==> src/rtl/sdlc_rx_deframer.sv <==
// SDLC receive deframer: flag hunt, zero-bit destuffing, LSB-first byte assembly,
// CRC-16/X-25 residue check, abort detection and a one-byte output register.
module sdlc_rx_deframer #(
  parameter int unsigned SYNC_STAGES = 2,
  parameter int unsigned MIN_FRAME   = 4,
  parameter logic [15:0] CRC_RESIDUE = 16'hF0B8
) (
  input  logic       clk,
  input  logic       reset_n,
  input  logic       rx_clk,
  input  logic       rx_data,
  output logic [7:0] dout,
  output logic       dout_valid,
  input  logic       dout_ready,
  output logic       dout_last,
  output logic       frame_done,
  output logic       frame_crc_ok,
  output logic       frame_err,
  output logic       rx_abort,
  output logic       overrun
);

  localparam logic [15:0] CRC_INIT = 16'hFFFF;
  localparam logic [15:0] CRC_POLY = 16'h8408;
  localparam logic [7:0]  FLAG     = 8'h7E;

  typedef enum logic {S_HUNT, S_ACTIVE} state_t;

  state_t                 r_state, w_state_n;
  logic [SYNC_STAGES-1:0] r_clk_sync, r_dat_sync;
  logic                   r_clk_prev;
  logic [7:0]             r_raw8, r_dsr, r_hold, r_bytecnt, r_dout;
  logic [2:0]             r_ones, r_bitcnt;
  logic [15:0]            r_crc;
  logic                   r_hold_v, r_dout_valid, r_dout_last;
  logic                   r_frame_done, r_crc_ok, r_frame_err, r_abort, r_overrun;

  logic       w_evt, w_bit, w_flag, w_abort_bit, w_stuff, w_ferr;
  logic [7:0] w_raw8_n, w_byte;
  logic [2:0] w_ones_n;
  logic       w_data, w_clear, w_close, w_abort, w_push, w_push_last;

  // Reflected CRC-16 (0x8408) advanced over one byte.
  function automatic logic [15:0] crc_byte(input logic [15:0] crc_in, input logic [7:0] data);
    logic [15:0] c;
    c = crc_in ^ {8'h00, data};
    for (int i = 0; i < 8; i++) begin
      c = c[0] ? ((c >> 1) ^ CRC_POLY) : (c >> 1);
    end
    return c;
  endfunction

  assign w_evt       = r_clk_sync[SYNC_STAGES-1] & ~r_clk_prev;
  assign w_bit       = r_dat_sync[SYNC_STAGES-1];
  assign w_raw8_n    = {w_bit, r_raw8[7:1]};
  assign w_flag      = (w_raw8_n == FLAG);
  assign w_abort_bit = w_bit && (r_ones == 3'd6);
  assign w_stuff     = !w_bit && (r_ones == 3'd5);
  assign w_ones_n    = !w_bit ? 3'd0 : ((r_ones == 3'd7) ? 3'd7 : r_ones + 3'd1);
  assign w_byte      = {w_bit, r_dsr[7:1]};
  assign w_ferr      = (r_bitcnt != 3'd7) || (r_bytecnt < 8'(MIN_FRAME));

  always_ff @(posedge clk or negedge reset_n) begin
    if (!reset_n) r_state <= S_HUNT;
    else          r_state <= w_state_n;
  end

  // Per-bit decisions; the flag check wins over abort and destuffing.
  always_comb begin
    w_state_n   = r_state;
    w_data      = 1'b0;
    w_clear     = 1'b0;
    w_close     = 1'b0;
    w_abort     = 1'b0;
    w_push      = 1'b0;
    w_push_last = 1'b0;
    if (w_evt) begin
      case (r_state)
        S_HUNT: begin
          if (w_flag) begin
            w_state_n = S_ACTIVE;
            w_clear   = 1'b1;
          end
        end
        S_ACTIVE: begin
          if (w_flag) begin
            w_clear = 1'b1;
            if (r_bytecnt != 8'd0) begin
              w_close = 1'b1;
              if (!w_ferr && r_hold_v) begin
                w_push      = 1'b1;
                w_push_last = 1'b1;
              end
            end
          end else if (w_abort_bit) begin
            w_state_n = S_HUNT;
            w_clear   = 1'b1;
            w_abort   = (r_bytecnt != 8'd0);
          end else if (!w_stuff) begin
            w_data = 1'b1;
            w_push = (r_bitcnt == 3'd7) && r_hold_v;
          end
        end
        default: w_state_n = S_HUNT;
      endcase
    end
  end

  always_ff @(posedge clk or negedge reset_n) begin
    if (!reset_n) begin
      r_clk_sync <= '0;
      r_dat_sync <= '0;
      r_clk_prev <= 1'b0;
      r_raw8     <= 8'h00;
      r_ones     <= 3'd0;
    end else begin
      r_clk_sync <= {r_clk_sync[SYNC_STAGES-2:0], rx_clk};
      r_dat_sync <= {r_dat_sync[SYNC_STAGES-2:0], rx_data};
      r_clk_prev <= r_clk_sync[SYNC_STAGES-1];
      if (w_evt) begin
        r_raw8 <= w_raw8_n;
        r_ones <= w_ones_n;
      end
    end
  end

  // Byte assembly, CRC, one-byte holdback that keeps the final FCS byte until the flag.
  always_ff @(posedge clk or negedge reset_n) begin
    if (!reset_n) begin
      r_dsr     <= 8'h00;
      r_bitcnt  <= 3'd0;
      r_bytecnt <= 8'd0;
      r_hold    <= 8'h00;
      r_hold_v  <= 1'b0;
      r_crc     <= CRC_INIT;
    end else if (w_clear) begin
      r_bitcnt  <= 3'd0;
      r_bytecnt <= 8'd0;
      r_hold_v  <= 1'b0;
      r_crc     <= CRC_INIT;
    end else if (w_data) begin
      r_dsr    <= w_byte;
      r_bitcnt <= r_bitcnt + 3'd1;
      if (r_bitcnt == 3'd7) begin
        r_crc    <= crc_byte(r_crc, w_byte);
        r_hold   <= w_byte;
        r_hold_v <= 1'b1;
        if (r_bytecnt != 8'hFF) r_bytecnt <= r_bytecnt + 8'd1;
      end
    end
  end

  always_ff @(posedge clk or negedge reset_n) begin
    if (!reset_n) begin
      r_dout       <= 8'h00;
      r_dout_valid <= 1'b0;
      r_dout_last  <= 1'b0;
      r_overrun    <= 1'b0;
      r_frame_done <= 1'b0;
      r_crc_ok     <= 1'b0;
      r_frame_err  <= 1'b0;
      r_abort      <= 1'b0;
    end else begin
      r_overrun    <= 1'b0;
      r_frame_done <= w_close;
      r_abort      <= w_abort;
      if (w_close) begin
        r_frame_err <= w_ferr;
        r_crc_ok    <= !w_ferr && (r_crc == CRC_RESIDUE);
      end
      if (w_push && r_dout_valid && !dout_ready) begin
        r_overrun <= 1'b1;
      end else if (w_push) begin
        r_dout       <= r_hold;
        r_dout_last  <= w_push_last;
        r_dout_valid <= 1'b1;
      end else if (r_dout_valid && dout_ready) begin
        r_dout_valid <= 1'b0;
      end
    end
  end

  assign dout         = r_dout;
  assign dout_valid   = r_dout_valid;
  assign dout_last    = r_dout_last;
  assign frame_done   = r_frame_done;
  assign frame_crc_ok = r_crc_ok;
  assign frame_err    = r_frame_err;
  assign rx_abort     = r_abort;
  assign overrun      = r_overrun;

endmodule

==> config.mk <==
export PLATFORM = sky130hd
export DESIGN_NAME = sdlc_rx_deframer
export DESIGN_NICKNAME = d
export VERILOG_FILES = /design/src/rtl/sdlc_rx_deframer.sv
export SDC_FILE = /design/constraint.sdc
export NUM_CORES = 1
export LEC_CHECK = 0
export ABC_CLOCK_PERIOD_IN_PS = 3700
export CORE_MARGIN = 2
export CORE_UTILIZATION = 55
export DETAILED_ROUTE_END_ITERATION = 6
export PLACE_DENSITY = 0.73
export SLEW_MARGIN = 20
export SYNTH_ARGS = -nofsm -noshare
export SYNTH_HDL_FRONTEND = slang
export SYNTH_SLANG_ARGS = --single-unit
==> constraint.sdc <==
create_clock -name clk -period 3.7 [get_ports clk]
set_input_delay 1.11 -clock clk [delete_from_list [all_inputs] [get_ports clk]]
set_output_delay 1.11 -clock clk [all_outputs]
set_load 0.01 [all_outputs]
==> metrics, run 1 <==
total I/O pin count 20; total DRC errors in the routed layout 0; startpoint-to-endpoint class of the critical path flip-flop to flip-flop; worst-case headroom to the max-slew limit 44.3%; fin. max-slew vios 0; WL final 6.21 mm; distinct cell type count of the synthesized netlist 50; clock transition at the registers of the reported paths 0.07 ns; ys async rst share 100%; Crit Path Max Fanout 16; number of warnings printed during yosys synthesis 0; number of nets at the end of the flow 318; final number of hold-violating endpoints 0; count of max-cap constraint violations 0; share of synthesized area occupied by flip-flops and latches 54.6%; number of input and output port buffers inserted 19; area of the die 6880 sq um; Post-Route Skew 0.00809 ns; kind of end point of the critical path flip-flop; share of cells above drive strength 1 22.5%; overall via count from detail_route 2209; Post-Layout Inst Area 3930 sq um; total of cells resized after clock tree synthesis 0; residual antenna-violating net count after detailed routing 0; setup slack of the worst register-to-register path 1.19 ns; number of setup buffers added after CTS 0; total global routing track utilization 19.1%; reported leakage power 1.81 nW; starting density of the core 57.6%; number of sinks on the clock net 74; clk root buf sky130_fd_sc_hd__clkbuf_8; Avg WL per Cell 16.1 um; die boundary height 83.0 um; buffer levels on the longest clock path 2; Netlist Area Pre-Place 3430 sq um; ANT cells 0; Fmax achieved 398 MHz; maximum number of pins on one net before global-route repair 75; total power per unit cell area 427 nW/um^2; Post-Synthesis Mean Instance Area 12.1 sq um; status completed; worst path required time 3.97 ns; CTS tree done; GR Overflow Total 0; Min-Delay Path Class flip-flop to flip-flop; synthesized netlist cell count 284; number of H-tree levels 3; critical path data arrival time 2.78 ns; Row Count 28; total setup violations reported at the end of the flow 0; count of flip-flops with a built-in enable after synthesis 0; number of DRC markers after the initial detailed-route iteration 133; dominant register cell in the synthesized netlist sky130_fd_sc_hd__dfrtp_1; setup repair after global routing missed its margin false; Synth Net Count 296; first-pass GRT wire length 10.6 mm; count of hold-fix buffers inserted at cts 0; placed wire-length estimate after detailed placement 4.01 mm; CP Launch Type flip-flop; ratio of final minimum period to clock period 67.9%; number of antenna violations at the first check in global routing 0; number of buffers created by CTS 9; number of flip-flops and latches in the synthesized netlist 74; clock latency on the worst-skew pair 0.34 ns; area of the core 5960 sq um; Sum Neg Setup Slack 0 ns; via count of the first global-routing pass 2155; post-DR vias/cell 5.72; Final GP Congestion 0.840; synth-to-layout area growth 14.5%; clock period minus worst slack 2.51 ns; number of detailed-route iterations in the first pass 4; worst-case vdd ir drop 0.268 mV; total cell area at the placement stage 3680 sq um; die boundary width 83.0 um; actual slew at the worst max-slew pin 0.836 ns
==> layer usage <==
metal	track usage (%)	vias to the layer above	share of wire, %
li1	-	1048	-
met1	28.2	1106	51
met2	28.3	50	45
met3	4.47	5	3.1
met4	5.66	0	1.2
met5	0	-	0
==> layout by cell type (no fill, tap or decap), types with 4 or more instances in the layout <==
cell type	instances
sky130_fd_sc_hd__inv_1	12
sky130_fd_sc_hd__o21ai_0	12
sky130_fd_sc_hd__o21bai_1	4
sky130_fd_sc_hd__xnor2_1	16
sky130_fd_sc_hd__mux2_2	23
sky130_fd_sc_hd__o22a_1	4
sky130_fd_sc_hd__dfstp_2	16
sky130_fd_sc_hd__mux2i_1	6
sky130_fd_sc_hd__clkbuf_8	10
sky130_fd_sc_hd__dfrtp_1	58
sky130_fd_sc_hd__nor2_1	4
sky130_fd_sc_hd__a21oi_1	4
sky130_fd_sc_hd__clkdlybuf4s50_1	18
sky130_fd_sc_hd__a2bb2oi_1	12
sky130_fd_sc_hd__xor2_1	8
sky130_fd_sc_hd__nand3_1	8
sky130_fd_sc_hd__nor4_1	4
sky130_fd_sc_hd__ha_1	7
sky130_fd_sc_hd__nand2_1	36
==> synthesized netlist by cell type (6+ instances only) <==
cell,count,area [sq um]
sky130_fd_sc_hd__a2bb2oi_1,12,105
sky130_fd_sc_hd__buf_2,6,30.0
sky130_fd_sc_hd__dfrtp_1,58,1450
sky130_fd_sc_hd__dfstp_2,16,420
sky130_fd_sc_hd__ha_1,7,87.6
sky130_fd_sc_hd__inv_1,12,45.0
sky130_fd_sc_hd__mux2_2,23,259
sky130_fd_sc_hd__mux2i_1,6,60.1
sky130_fd_sc_hd__nand2_1,36,135
sky130_fd_sc_hd__nand3_1,8,40.0
sky130_fd_sc_hd__o21ai_0,12,60.1
sky130_fd_sc_hd__xnor2_1,16,140
sky130_fd_sc_hd__xor2_1,8,70.1
==> cell families after synthesis <==
logic type | synth area share, %
compound gates | 11.5
mux | 9.74
fa+ha+maj | 2.55
xor+xnor | 6.13
simple gates | 12.4
buf+inv | 3.03
flops | 54.6
==> worst max-delay path, cell delays in order, from the launching register on <==
cell	delay, ns
sky130_fd_sc_hd__dfrtp_1	0.41
sky130_fd_sc_hd__inv_1	0.07
sky130_fd_sc_hd__ha_1	0.20
sky130_fd_sc_hd__and3_1	0.20
sky130_fd_sc_hd__o211ai_1	0.64
sky130_fd_sc_hd__nand2_1	0.55
sky130_fd_sc_hd__o22a_1	0.36
==> path summary, 6_finish.rpt <==
kind,startpoint,to,depth (start not counted)
min in group asynchronous,reset_n,r_bytecnt[1],2
min,r_dat_sync[0],r_dat_sync[1],0
max,r_ones[0],r_crc[15],6
max in group asynchronous,reset_n,r_crc[1],2
max reg2reg,r_ones[0],r_crc[15],6
min reg2reg,r_dat_sync[0],r_dat_sync[1],0
==> flip-flops by register name, summed over array words and instances (netlist names), 2 cells and up <==
| signal | cells |
|---|---|
| r_crc | 16 |
| dout | 8 |
| r_bytecnt | 8 |
| r_hold | 8 |
| r_dsr | 7 |
| r_raw8 | 7 |
| r_bitcnt | 3 |
| r_ones | 3 |
| r_clk_sync | 2 |
| r_dat_sync | 2 |
==> metrics by stage <==
step           worst slack (ns)  cells  util (%)  hold WS (ns)  power [mW]
6_report                   1.19    386      65.9         0.355        1.67
3_5_place_dp               1.08    370      61.8         0.342       0.940
4_1_cts                    1.24    386      65.9         0.358        1.69
3_3_place_gp               1.09    370      61.8         0.334       0.935
5_1_grt                    1.02    386      65.9         0.366        1.74
2_1_floorplan              1.61    284         -         0.331       0.905
==> where the power goes <==
group | leakage (nW) | switching [mW] | internal (mW)
clock | 0.117 | 0.285 | 0.464
combinational | 0.745 | 0.0440 | 0.0271
sequential | 0.950 | 0.0220 | 0.832
==> cell type report <==
type | count | area (sq um)
Sequential cell | 74 | 1870
Timing Repair Buffer | 22 | 220
Clock inverter | 5 | 101
Tap cell | 75 | 93.8
Multi-Input combinational cell | 187 | 1450
Inverter | 12 | 45.0
Fill cell | 471 | 2030
Clock buffer | 11 | 141
Note: power is estimated with default switching activity, not from simulation.
==> run 2: changes to the inputs <==
- ABC_CLOCK_PERIOD_IN_PS: 3700 -> 2100
- CORE_UTILIZATION: 55 -> 53
- PLACE_DENSITY: 0.73 -> 0.74
- clock period: 3.7 -> 2.1 ns (I/O delays scaled with it)
==> run 2 against run 1 <==
Against the previous run: sequential cell count did not move; first-iteration DRC count grew 17%; register-to-register slack lost 1.1 ns; critical path type unchanged; largest cell class unchanged; largest power group unchanged.
==> metrics, run 2 (same netlist as run 1, synthesis figures left out) <==
status completed; final setup margin 0.127 ns (-1.06 ns); Crit Path Max Fanout 9 (-7); Sum Neg Setup Slack 0 ns (unchanged); CP Launch Type flip-flop; area of the die 7130 sq um (+3.6%); Final GP Congestion 0.792 (-5.7%); ratio of final minimum period to clock period 94.0% (+26 points); share of cells above drive strength 1 26.1% (+3.6 points); max reg flops 16 (unchanged); clk root buf sky130_fd_sc_hd__clkbuf_8; path depth of the worst reg2reg path 5 (-1); overall via count from detail_route 2226 (+0.77%); startpoint-to-endpoint class of the critical path flip-flop to flip-flop; ANT cells 0 (unchanged); worst-case vdd ir drop 0.582 mV (+120%); count of non-filler cells in the finished layout 399 (+3.4%); chain of cells forming the critical path or4_4 > o211a_4 > o21ai_4 > buf_12 > mux2_2; maximum number of pins on one net before global-route repair 75 (unchanged); CTS tree done; RR Endpoint dout[3]; number of antenna violations at the first check in global routing 0 (unchanged); Post-Route Skew 0.00892 ns (+0.000833 ns); number of sinks on the clock net 74 (unchanged); commonest cells after routing, fill and taps aside sky130_fd_sc_hd__dfrtp_1 (58), sky130_fd_sc_hd__nand2_1 (36), sky130_fd_sc_hd__mux2_2 (23); Post-Layout Inst Area 3990 sq um (+1.6%); Fmax achieved 507 MHz (+27%); count of max-cap constraint violations 0 (unchanged); total DRC errors in the routed layout 0 (unchanged); Worst path depth 5 (-1); area of the core 6310 sq um (+6.0%); worst-case headroom to the max-slew limit 56.2% (+12 points); pre-CTS setup slack -0.0453 ns (-1.13 ns); clock period minus worst slack 1.97 ns (-0.537 ns); Min-Delay Path Class input pin to asynchronous set/reset pin; final number of hold-violating endpoints 0 (unchanged); GR Overflow Total 0 (unchanged); Avg WL per Cell 16.0 um (-0.73%); commonest non-fill, non-tap cell in the layout sky130_fd_sc_hd__dfrtp_1; clock latency on the worst-skew pair 0.35 ns (about the same); via count of the first global-routing pass 2298 (+6.6%); number of nets at the end of the flow 329 (+3.5%); setup slack of the worst register-to-register path 0.13 ns (-1.06 ns); Total Power 2.76 mW (+65%); post-DR vias/cell 5.58 (-2.5%); worst path required time 2.34 ns (-1.63 ns); clock transition at the registers of the reported paths 0.08 ns (about the same); total setup violations reported at the end of the flow 0 (unchanged); placed wire-length estimate after detailed placement 4.27 mm (+6.6%); residual antenna-violating net count after detailed routing 0 (unchanged); critical path's top delay family simple AND/OR/NAND/NOR gates; Cells after DPL 381 (+3.0%); actual slew at the worst max-slew pin 0.656 ns (-0.180 ns); cell at the slowest stage of the critical path sky130_fd_sc_hd__or4_4; number of H-tree levels 3 (unchanged); die boundary height 84.4 um (+1.8%); total buffers and inverters traversed by the critical path 1 (unchanged); number of DRC markers after the initial detailed-route iteration 155 (+17%); buffer levels on the longest clock path 2 (unchanged); total cell area at the placement stage 3750 sq um (+1.9%); termination of the worst setup path dout[3]; Reg with most FFs r_crc; number of detailed-route iterations in the first pass 4 (unchanged); WL final 6.37 mm (+2.6%); total global routing track utilization 19.9% (+0.78 points); Critical R2R Launch r_bytecnt[3]; die boundary width 84.4 um (+1.8%); total power per unit cell area 691 nW/um^2 (+62%); total I/O pin count 20 (unchanged); first-pass GRT wire length 11.2 mm (+5.3%); fin. max-slew vios 0 (unchanged); number of buffers created by CTS 9 (unchanged); first element of the critical path r_bytecnt[3]; critical path data arrival time 2.21 ns (-0.57 ns); Row Count 29 (+3.6%); kind of end point of the critical path flip-flop; setup repair after global routing missed its margin false; starting density of the core 54.3% (-3.3 points); synth-to-layout area growth 16.4%; Slowest Stage Delay on Critical Path 0.55 ns (-0.09 ns); number of input and output port buffers inserted 19 (unchanged); reported leakage power 1.86 nW (+2.6%)
-- run 2: changes by cell type in the layout (fill, tap and decap cells not counted), sizes merged --
cell / before / now
clkinv: 1 / 3
bufinv: 3 / 1
inv: 12 / 14
buf: 4 / 15
clkbuf: 11 / 9
-- run 2: per-layer routing --
metal | global-route usage [%] | wire length [um]
met5 | 0 | 0
met2 | 28.9 | 2920
met3 | 4.52 | 210
met1 | 29.1 | 3130
met4 | 8.08 | 114
-- run 2: area by class of cell --
class | instances | area (sq um)
clock buffers | 9 | 124
clock inverters | 7 | 77.6
fillers | 516 | 2320
inverters | 12 | 45.0
multi-input cells | 187 | 1460
flip-flops and latches | 74 | 1870
well taps | 77 | 96.3
repair buffers | 33 | 315
-- run 2: worst min-delay path by stage --
stage / from / end / cells after the start
global route: reset_n / r_raw8[3] / 2
global placement: r_dat_sync[0] / r_dat_sync[1] / 0
floorplan: reset_n / dout[0] / 0
CTS: reset_n / r_raw8[5] / 2
detailed placement: r_dat_sync[0] / r_dat_sync[1] / 0
finish: reset_n / r_raw8[3] / 2
-- run 2: metrics by stage --
step	utilization [%]	hold WS (ns)
detailed placement	59.5	0.337
global route	63.2	0.316
finish	63.2	0.266
floorplan	-	0.331
global placement	59.5	0.335
CTS	62.6	0.307
-- run 2: worst reg2reg max path: stages (launching register included) --
cell	delay [ns]
sky130_fd_sc_hd__dfrtp_1	0.39
sky130_fd_sc_hd__or4_4	0.55
sky130_fd_sc_hd__o211a_4	0.27
sky130_fd_sc_hd__o21ai_4	0.17
sky130_fd_sc_hd__buf_12	0.15
sky130_fd_sc_hd__mux2_2	0.34
-- run 2: power breakdown --
| group | total [mW] | internal (mW) | leakage (nW) | switching (mW) |
|---|---|---|---|---|
| logic | 0.127 | 0.0492 | 0.809 | 0.0780 |
| clock network | 1.13 | 0.559 | 0.100 | 0.569 |
| registers | 1.50 | 1.47 | 0.950 | 0.0366 |
-- run 2: repair_timing --
action / CTS / global route
setup endpoints to repair: 0 / 12
resized for setup: 0 / 1
hold buffers: 0 / 0
buffers inserted: 0 / 2
endpoints found under the hold margin: 0 / 0
